[src/rtl/mips_arith_unit.sv]
// mips_arith_unit: EX-stage ALU with flags, IF-stage PC+4 and ID-stage
// branch-target adder; ALU result and flags also registered for next stage.
module mips_arith_unit #(
   parameter int WIDTH = 32
) (
   input  logic             clk,
   input  logic             reset,
   input  logic             en,
   input  logic [WIDTH-1:0] a,
   input  logic [WIDTH-1:0] b,
   input  logic [4:0]       shamt,
   input  logic [3:0]       alu_op,
   input  logic [WIDTH-1:0] pc,
   input  logic [WIDTH-1:0] pc_plus4_d,
   input  logic [WIDTH-1:0] sign_imm,
   output logic [WIDTH-1:0] alu_result,
   output logic             zero,
   output logic             overflow,
   output logic [WIDTH-1:0] pc_plus4,
   output logic [WIDTH-1:0] branch_target,
   output logic [WIDTH-1:0] alu_result_q,
   output logic             zero_q,
   output logic             overflow_q
);

   localparam logic [3:0] OP_AND  = 4'b0000;
   localparam logic [3:0] OP_OR   = 4'b0001;
   localparam logic [3:0] OP_ADD  = 4'b0010;
   localparam logic [3:0] OP_XOR  = 4'b0011;
   localparam logic [3:0] OP_NOR  = 4'b0100;
   localparam logic [3:0] OP_SLL  = 4'b0101;
   localparam logic [3:0] OP_SUB  = 4'b0110;
   localparam logic [3:0] OP_SLT  = 4'b0111;
   localparam logic [3:0] OP_SLTU = 4'b1000;
   localparam logic [3:0] OP_SRL  = 4'b1001;
   localparam logic [3:0] OP_SRA  = 4'b1010;
   localparam logic [3:0] OP_LUI  = 4'b1011;

   logic [WIDTH-1:0] sum;
   logic [WIDTH-1:0] diff;
   logic [WIDTH-1:0] lui_val;
   logic             slt_bit;
   logic             sltu_bit;
   logic             ovf_add;
   logic             ovf_sub;

   assign sum      = a + b;
   assign diff     = a - b;
   assign lui_val  = {{(WIDTH-16){1'b0}}, b[15:0]} << 16;
   assign slt_bit  = $signed(a) < $signed(b);
   assign sltu_bit = a < b;

   // Signed overflow: operand signs vs result sign
   assign ovf_add = (a[WIDTH-1] == b[WIDTH-1]) &&
                    (sum[WIDTH-1] != a[WIDTH-1]);
   assign ovf_sub = (a[WIDTH-1] != b[WIDTH-1]) &&
                    (diff[WIDTH-1] != a[WIDTH-1]);

   // Operation select; unused codes yield zero
   always_comb begin
      alu_result = '0;
      overflow   = 1'b0;
      case (alu_op)
         OP_AND:  alu_result = a & b;
         OP_OR:   alu_result = a | b;
         OP_ADD: begin
            alu_result = sum;
            overflow   = ovf_add;
         end
         OP_XOR:  alu_result = a ^ b;
         OP_NOR:  alu_result = ~(a | b);
         OP_SLL:  alu_result = b << shamt;
         OP_SUB: begin
            alu_result = diff;
            overflow   = ovf_sub;
         end
         OP_SLT:  alu_result = {{(WIDTH-1){1'b0}}, slt_bit};
         OP_SLTU: alu_result = {{(WIDTH-1){1'b0}}, sltu_bit};
         OP_SRL:  alu_result = b >> shamt;
         OP_SRA:  alu_result = $signed(b) >>> shamt;
         OP_LUI:  alu_result = lui_val;
         default: alu_result = '0;
      endcase
   end

   assign zero          = (alu_result == '0);
   assign pc_plus4      = pc + WIDTH'(4);
   assign branch_target = pc_plus4_d + (sign_imm << 2);

   // Pipeline register: reset wins over enable, otherwise load or hold
   always_ff @(posedge clk) begin
      if (reset) begin
         alu_result_q <= '0;
         zero_q       <= 1'b0;
         overflow_q   <= 1'b0;
      end else if (en) begin
         alu_result_q <= alu_result;
         zero_q       <= zero;
         overflow_q   <= overflow;
      end
   end

endmodule

[config.mk]
export PLATFORM = sky130hd
export DESIGN_NAME = mips_arith_unit
export DESIGN_NICKNAME = d
export VERILOG_FILES = /design/src/rtl/mips_arith_unit.sv
export SDC_FILE = /design/constraint.sdc
export NUM_CORES = 1
export LEC_CHECK = 0
export CAP_MARGIN = 25
export CELL_PAD_IN_SITES_DETAIL_PLACEMENT = 1
export CELL_PAD_IN_SITES_GLOBAL_PLACEMENT = 1
export CORE_MARGIN = 2
export CORE_UTILIZATION = 41
export DETAILED_ROUTE_END_ITERATION = 6
export PLACE_DENSITY = 0.95
export SLEW_MARGIN = 20
export SYNTH_ARGS = -nofsm -noshare
export SYNTH_HDL_FRONTEND = slang
export SYNTH_SLANG_ARGS = --single-unit
[constraint.sdc]
create_clock -name clk -period 9.5 [get_ports clk]
set_input_delay 1.9 -clock clk [delete_from_list [all_inputs] [get_ports clk]]
set_output_delay 1.9 -clock clk [all_outputs]
set_load 0.05 [all_outputs]
==> out/results.md, run 1 <==
* 23.6% — relative area change from synthesis to final layout
* 21.6% — fraction of the mapped netlist area in simple logic gates
* nor2_1 — count leader, synth
* 0 — remaining number of nets flagged by the antenna check after routing
* compound AO/OA/AOI/OAI gates — combinational family with the most area after synthesis
* 18.3% — fraction of synthesized area in multiplexers
* 1.63 mW — total power after layout
* 2208 — Net Count, Synth
* 0.112 GHz — achievable clock frequency
* 0 — synthesis warning total
* 304 — Boundary Pins
* 41.5% — initial cell density of the core
* 34 — flops & latches, synth
* 32.8% — headroom to the max-slew limit
* 11.8% — area share of the largest cell type after synthesis
* 0% — proportion of register bits with asynchronous set or reset after synthesis
* ha_1 (12%), mux4_2 (8.6%), nor2_1 (5.6%) — main area contributors after synthesis
* 94.8 mW/mm^2 — cell area power density
* alu_result_q[11]$_SDFFE_PP0P_ — Min-Delay Endpoint
* 6.84 — detailed-route vias per instance
* 4197 — Filler Cell Count
* clkbuf_16 — root buf cell
* 0.0355 mm^2 — die area
* 57.0 mm — total half-perimeter wirelength after legalization and detailed placement
* 0 — Setup Buffers After CTS
* done — clock tree from TritonCTS
* 2 — CTS Buffer Depth
* 10 — top fanout value on the critical path
* 7.08 nW — standby leakage power
* 188 um — width of the chip
* 0 — DRC violation count after routing
* reg2reg — worst min-delay path class
* 1.01 ns — slew at the pin closest to its max-slew limit
* 0 — Resized Gates After CTS
* 0.28 ns — later-pin clock latency in the skew report
* dfxtp_1 — most instantiated flip-flop cell in the synthesis netlist
* 8.92 ns — min cycle time layout
* 2 — reg2reg path depth
* 7.32 um^2 — average cell area after synthesis
* 7.60 ns — data required time of the critical path
* in2out — Setup Crit Path Kind
* 17500 — via count
* 70 — maximum number of pins on one net before global-route repair
* input pin — nature of the critical path startpoint
* alu_result_q[11]$_SDFFE_PP0P_ — startpoint of the most critical hold path
* 0 — Fin. Hold Viols
* 0 — hold_buf cts
* 8.71 ns — reg2reg setup slack
* output port — kind of capture point of the worst setup path
* 0 — EDFF count, synth
* 2 — worst hold path cell count
* 27.9 um — WL per Instance
* 28.9% — complex-gate fraction of the synthesized area
* 71.6 mm — Post-Route WL
* alu_result_q[14]$_SDFFE_PP0P_ — Worst R2R Start
* 5 — total clock buffers created by CTS
* 67 — number of rows created at floorplan
* 2231 — DRC violation total after the first TritonRoute iteration
* nor2_1 (208), nand2_1 (161), ha_1 (131) — Post-synth top cells
* 38.6% — total routing usage reported by global routing
* 4.40% — Synth Area in XOR/XNOR
* 9.89% — fraction of layout instances using a drive strength above 1
* 7.02 ns — Arrival @ worst endpoint
* 293 — PortBufs
* 34 — number of sinks on the clock net
* 0 ns — setup tns final
* 17800 — via count of the first global-routing pass
* 0.000108 V — Peak supply drop
* ha_1 — dominant cell type by area after synthesis
* 4.89% — sequential cell area fraction in the yosys report
* 0.05 ns — clock transition time at the flip-flop clock pins of the worst setup and hold paths
* 188 um — die outline height
* 0 — number of endpoints failing setup at the final stage
* 0 — number of pins with negative max-slew slack in the final report
* 96 — unique cell type count in the Yosys netlist
* 108 mm — global-route wire length before repair
* 1.08 — final weighted congestion of routability-driven global placement
* 0 — remaining global-route overflow
* 0.0139 mm^2 — netlist area before placement
* 1902 — number of instances in the synthesized netlist
* 2 — H-tree lvl count
* 2418 — number of nets in the final layout
* 0 — count of max-cap constraint violations
* 5 — total iterations of the first detailed-routing run
* 93.9% — share of the clock period used by the worst path
* 0.0335 mm^2 — Core ar.
* no — setup repair after global routing missed its margin
* alu_result_q[14]$_SDFFE_PP0P_ — capture point of the worst reg-to-reg path
* 12.2% — adder and majority gate portion of the synthesized area
* 4 — antenna violations before repair
* finished clean — status
* 0 ns — Fin Clk Skew
-- worst max path at each step --
stage	startpoint	endpoint	slack [ns]	depth (start not counted)
detailed placement	b[3]	alu_result[28]	0.75	15
global placement	b[3]	alu_result[30]	0.86	16
floorplan	b[4]	zero	1.50	15
finish	a[22]	overflow	0.58	15
global route	b[3]	alu_result[28]	0.41	15
CTS	a[22]	overflow	0.72	15
-- through the flow --
step	utilization, %	instances	hold WS, ns	setup WS, ns	area (um^2)
after detailed placement	50.9	2552	0.475	0.749	17100
after CTS	51.3	2560	0.482	0.723	17200
final	51.3	2562	0.480	0.576	17200
after global routing	51.3	2561	0.501	0.406	17200
after floorplan	-	1902	0.672	1.50	13900
after global placement	50.9	2552	0.442	0.859	17100
-- logic make-up after synthesis --
logic type,after synthesis
DFF,34
AOI/OAI and AO/OA,581
adders and majority gates,134
and+or+nand+nor,634
xor gates and xnor gates,70
buffers and inverters,286
muxes,163
-- state kept, by name, indices dropped and copies added, names as in the netlist --
| register | cells |
|---|---|
| alu_result_q | 32 |
| overflow_q | 1 |
| zero_q | 1 |
-- final cells by class --
type | count | area, um^2 | area share, %
antenna | 1 | 2.50 | 0.0145
clock buffer | 7 | 143 | 0.829
clock inverter | 1 | 5.00 | 0.0291
inverter | 126 | 473 | 2.75
multi-input combinational | 1582 | 11900 | 69.2
sequential | 34 | 681 | 3.96
tap | 448 | 561 | 3.26
timing repair buffer | 363 | 3430 | 20.0
-- where the power goes --
part | internal (mW) | leakage (nW) | switching, mW
clock network | 0.104 | 0.0739 | 0.0583
registers | 0.154 | 0.281 | 0.00681
logic | 0.465 | 6.72 | 0.842
total | 0.724 | 7.08 | 0.907
-- layout by cell type, fill, tap and decap left out, types with 53 or more instances in the layout --
cell type / n
mux4_2: 53
buf_4: 72
o21ai_0: 94
mux2i_1: 73
clkdlybuf4s50_1: 287
ha_1: 131
nand2_1: 161
nor3_1: 74
inv_1: 121
nor2_1: 207
a21oi_1: 127
-- critical path: stages --
cell             delay (ns)
clkdlybuf4s50_1        0.55
inv_1                  0.07
ha_1                   0.54
nand2_1                0.18
o31ai_1                0.60
nand4_1                0.17
a21oi_1                0.35
nor3_1                 0.17
o31ai_1                0.51
a21oi_1                0.17
o21bai_1               0.23
xnor2_1                0.16
nand2_1                0.07
o22ai_1                0.43
clkdlybuf4s50_1        0.90
-- metal layers --
layer | up-vias | part of all wire, % | GRT usage [%]
li1 | 7505 | - | -
met2 | 1212 | 46 | 64.5
met3 | 256 | 11 | 8.42
met1 | 8540 | 38 | 47.7
met5 | - | 0.035 | 0
met4 | 4 | 5.1 | 17.4
Power figures use the tool's default switching activity.
==> inputs of run 2 (changes only) <==
--- a/config.mk
+++ b/config.mk
@@ -5,7 +5,7 @@
 export SDC_FILE = /design/constraint.sdc
 export NUM_CORES = 1
 export LEC_CHECK = 0
-export CAP_MARGIN = 25
+export CAP_MARGIN = 20
 export CELL_PAD_IN_SITES_DETAIL_PLACEMENT = 1
 export CELL_PAD_IN_SITES_GLOBAL_PLACEMENT = 1
 export CORE_MARGIN = 2
@@ -16,3 +16,4 @@
 export SYNTH_ARGS = -nofsm -noshare
 export SYNTH_HDL_FRONTEND = slang
 export SYNTH_SLANG_ARGS = --single-unit
+export TNS_END_PERCENT = 10
==> run 2 against run 1 <==
- fmax is 0.40% lower
- register-to-register slack hardly changed
- first-iteration DRC count hardly changed
- critical path type unchanged
- flip-flop and latch count stayed put
- routed wire length is 0.10% lower
- clock skew stayed put
- clock power hardly changed
- highest routed layer unchanged
- combinational power hardly changed
- sequential power hardly changed
- via count hardly changed
- sequential share of layout area hardly changed
==> out/results.md, run 2 (synthesis results as in run 1) <==
* 108 mm — global-route wire length before repair, unchanged
* 0.0335 mm^2 — Core ar., unchanged
* 2562 — non-filler cells in the finished layout, unchanged
* 681 um^2 — sequential cell area, unchanged
* 0 — remaining number of nets flagged by the antenna check after routing, unchanged
* 94.8 mW/mm^2 — cell area power density, about the same
* 0.0172 mm^2 — final cell area excluding filler cells, about the same
* 57.0 mm — total half-perimeter wirelength after legalization and detailed placement, unchanged
* 4 — antenna violations before repair, unchanged
* 0.749 ns — worst-case setup slack after placement, unchanged
* 29.3% — headroom to the max-slew limit, -3.4 points
* 0 — remaining global-route overflow, unchanged
* 17500 — via count, +0.074%
* reg2reg — worst min-delay path class
* 9.85% — fraction of layout instances using a drive strength above 1, -0.043 points
* input pin — nature of the critical path startpoint
* 0 — DRC violation count after routing, unchanged
* 0.908 mW — net switching power of the design, about the same
* 0.0355 mm^2 — die area, unchanged
* 55.6% — Net Sw Frac, about the same
* 41.5% — initial cell density of the core, unchanged
* 80.2% — Combinational Power Share, about the same
* clkdlybuf4s50_1 — leading cell type in the layout, fill and taps excluded
* 2 — CTS Buffer Depth, unchanged
* 1.08 — final weighted congestion of routability-driven global placement, unchanged
* 7.07 nW — standby leakage power, about the same
* clkdlybuf4s50_1 (287), nor2_1 (207), nand2_1 (161) — most frequent cells in the layout
* 70 — maximum number of pins on one net before global-route repair, unchanged
* 0 — number of pins with negative max-slew slack in the final report, unchanged
* 1.05 ns — slew at the pin closest to its max-slew limit, +0.0481 ns
* 0.28 ns — later-pin clock latency in the skew report, about the same
* 27.9 um — WL per Instance, -0.10%
* 34 — number of sinks on the clock net, unchanged
* 23.5% — relative area change from synthesis to final layout, about the same
* finished clean — status
* 293 — PortBufs, unchanged
* clkbuf_16 — root buf cell
* 6 — total iterations of the first detailed-routing run, +1
* 9.9% — sequential power share, about the same
* 71.5 mm — Post-Route WL, -0.10%
* 0 — number of endpoints failing setup at the final stage, unchanged
* 94.3% — share of the clock period used by the worst path, +0.37 points
* 6.84 — detailed-route vias per instance, about the same
* in2out — Setup Crit Path Kind
* 5 — total clock buffers created by CTS, unchanged
* 0 ns — setup tns final, unchanged
* 188 um — width of the chip, unchanged
* 32 — max reg flops, unchanged
* 0.000108 V — Peak supply drop, -0.23%
* 4195 — Filler Cell Count, -0.048%
* 0 — Setup Buffers After CTS, unchanged
* 2230 — DRC violation total after the first TritonRoute iteration, -0.045%
* 0 — hold_buf cts, unchanged
* alu_result_q (32), overflow_q (1), zero_q (1) — biggest regs
* 2552 — # placed instances, unchanged
* 0 — count of max-cap constraint violations, unchanged
* 0.724 mW — cell internal power dissipation, about the same
* output port — kind of capture point of the worst setup path
* 0.05 ns — clock transition time at the flip-flop clock pins of the worst setup and hold paths, about the same
* 188 um — die outline height, unchanged
* 0 — Fin. Hold Viols, unchanged
* 67 — number of rows created at floorplan, unchanged
* 15 — top fanout value on the critical path, +5
* no — setup repair after global routing missed its margin
* 0 ns — Fin Clk Skew, unchanged
* 0 — Resized Gates After CTS, unchanged
* 7.60 ns — data required time of the critical path, about the same
* 17800 — via count of the first global-routing pass, unchanged
* 2 — H-tree lvl count, unchanged
* 9.9% — clock network power share, about the same
* alu_result_q — Biggest register
* 0.541 ns — worst setup slack after layout, -0.0355 ns
* 8.96 ns — min cycle time layout, +0.0355 ns
* 1.63 mW — total power after layout, about the same
* 0.0171 mm^2 — placed standard-cell area, unchanged
* 38.6% — total routing usage reported by global routing, unchanged
* done — clock tree from TritonCTS
* 2417 — number of nets in the final layout, -0.041%
* 0.0119 mm^2 — footprint of the multi-input gates, unchanged
* 7.06 ns — Arrival @ worst endpoint, +0.04 ns
* 0.112 GHz — achievable clock frequency, -0.40%
* 304 — Boundary Pins, unchanged
[run 2: worst paths after layout]
| path | from | end | slack [ns] | cells past startpoint |
|---|---|---|---|---|
| setup / recovery | alu_op[1] | zero | 0.54 | 14 |
| hold / removal | alu_result_q[11]$_SDFFE_PP0P_ | alu_result_q[11]$_SDFFE_PP0P_ | 0.48 | 2 |
| setup reg to reg | alu_result_q[14]$_SDFFE_PP0P_ | alu_result_q[14]$_SDFFE_PP0P_ | 8.72 | 2 |
| hold reg to reg | alu_result_q[11]$_SDFFE_PP0P_ | alu_result_q[11]$_SDFFE_PP0P_ | 0.48 | 2 |
[run 2: layout make-up]
| type | instances | area share, % |
|---|---|---|
| multi-input cells | 1582 | 69.2 |
| well taps | 448 | 3.26 |
| diodes | 2 | 0.0291 |
| flip-flops and latches | 34 | 3.96 |
| inverters | 126 | 2.75 |
| repair buffers | 362 | 19.9 |
| clock inverters | 1 | 0.0291 |
| clock buffers | 7 | 0.829 |
[run 2: worst max-delay path, stage by stage]
cell and delay, ns:
clkdlybuf4s50_1 1.17, inv_1 0.49, a32oi_1 0.30, o21ai_0 0.23, a32oi_1 0.24, nand2_1 0.07, a211oi_1 0.82, o221ai_1 0.40
nor4_2 0.33, nand4_1 0.20, nor4_1 0.36, nand3b_1 0.17, nor2_1 0.15, buf_4 0.21
[run 2: per-layer routing]
metal  global-route usage [%]  wire [um]  vias to the layer above
met5                        0         34                        -
met4                     17.4       3670                        4
met3                     8.42       8220                      264
met2                     64.5      32700                     1204
met1                     47.7      26800                     8551
li1                         -          -                     7507
[run 2: power groups by stage]
stage | registers [mW] | logic, mW | clock network, mW
after global placement | 0.163 | 1.23 | 0
after detailed placement | 0.164 | 1.27 | 0
final | 0.161 | 1.31 | 0.162
after global routing | 0.162 | 1.36 | 0.170
after CTS | 0.161 | 1.27 | 0.164
after floorplan | 0.203 | 0.779 | 0
[run 2: per-stage QoR]
stage / utilization, % / hold WS, ns
floorplan: - / 0.672
global placement: 50.9 / 0.442
detailed placement: 50.9 / 0.475
CTS: 51.3 / 0.482
global route: 51.3 / 0.501
finish: 51.3 / 0.480
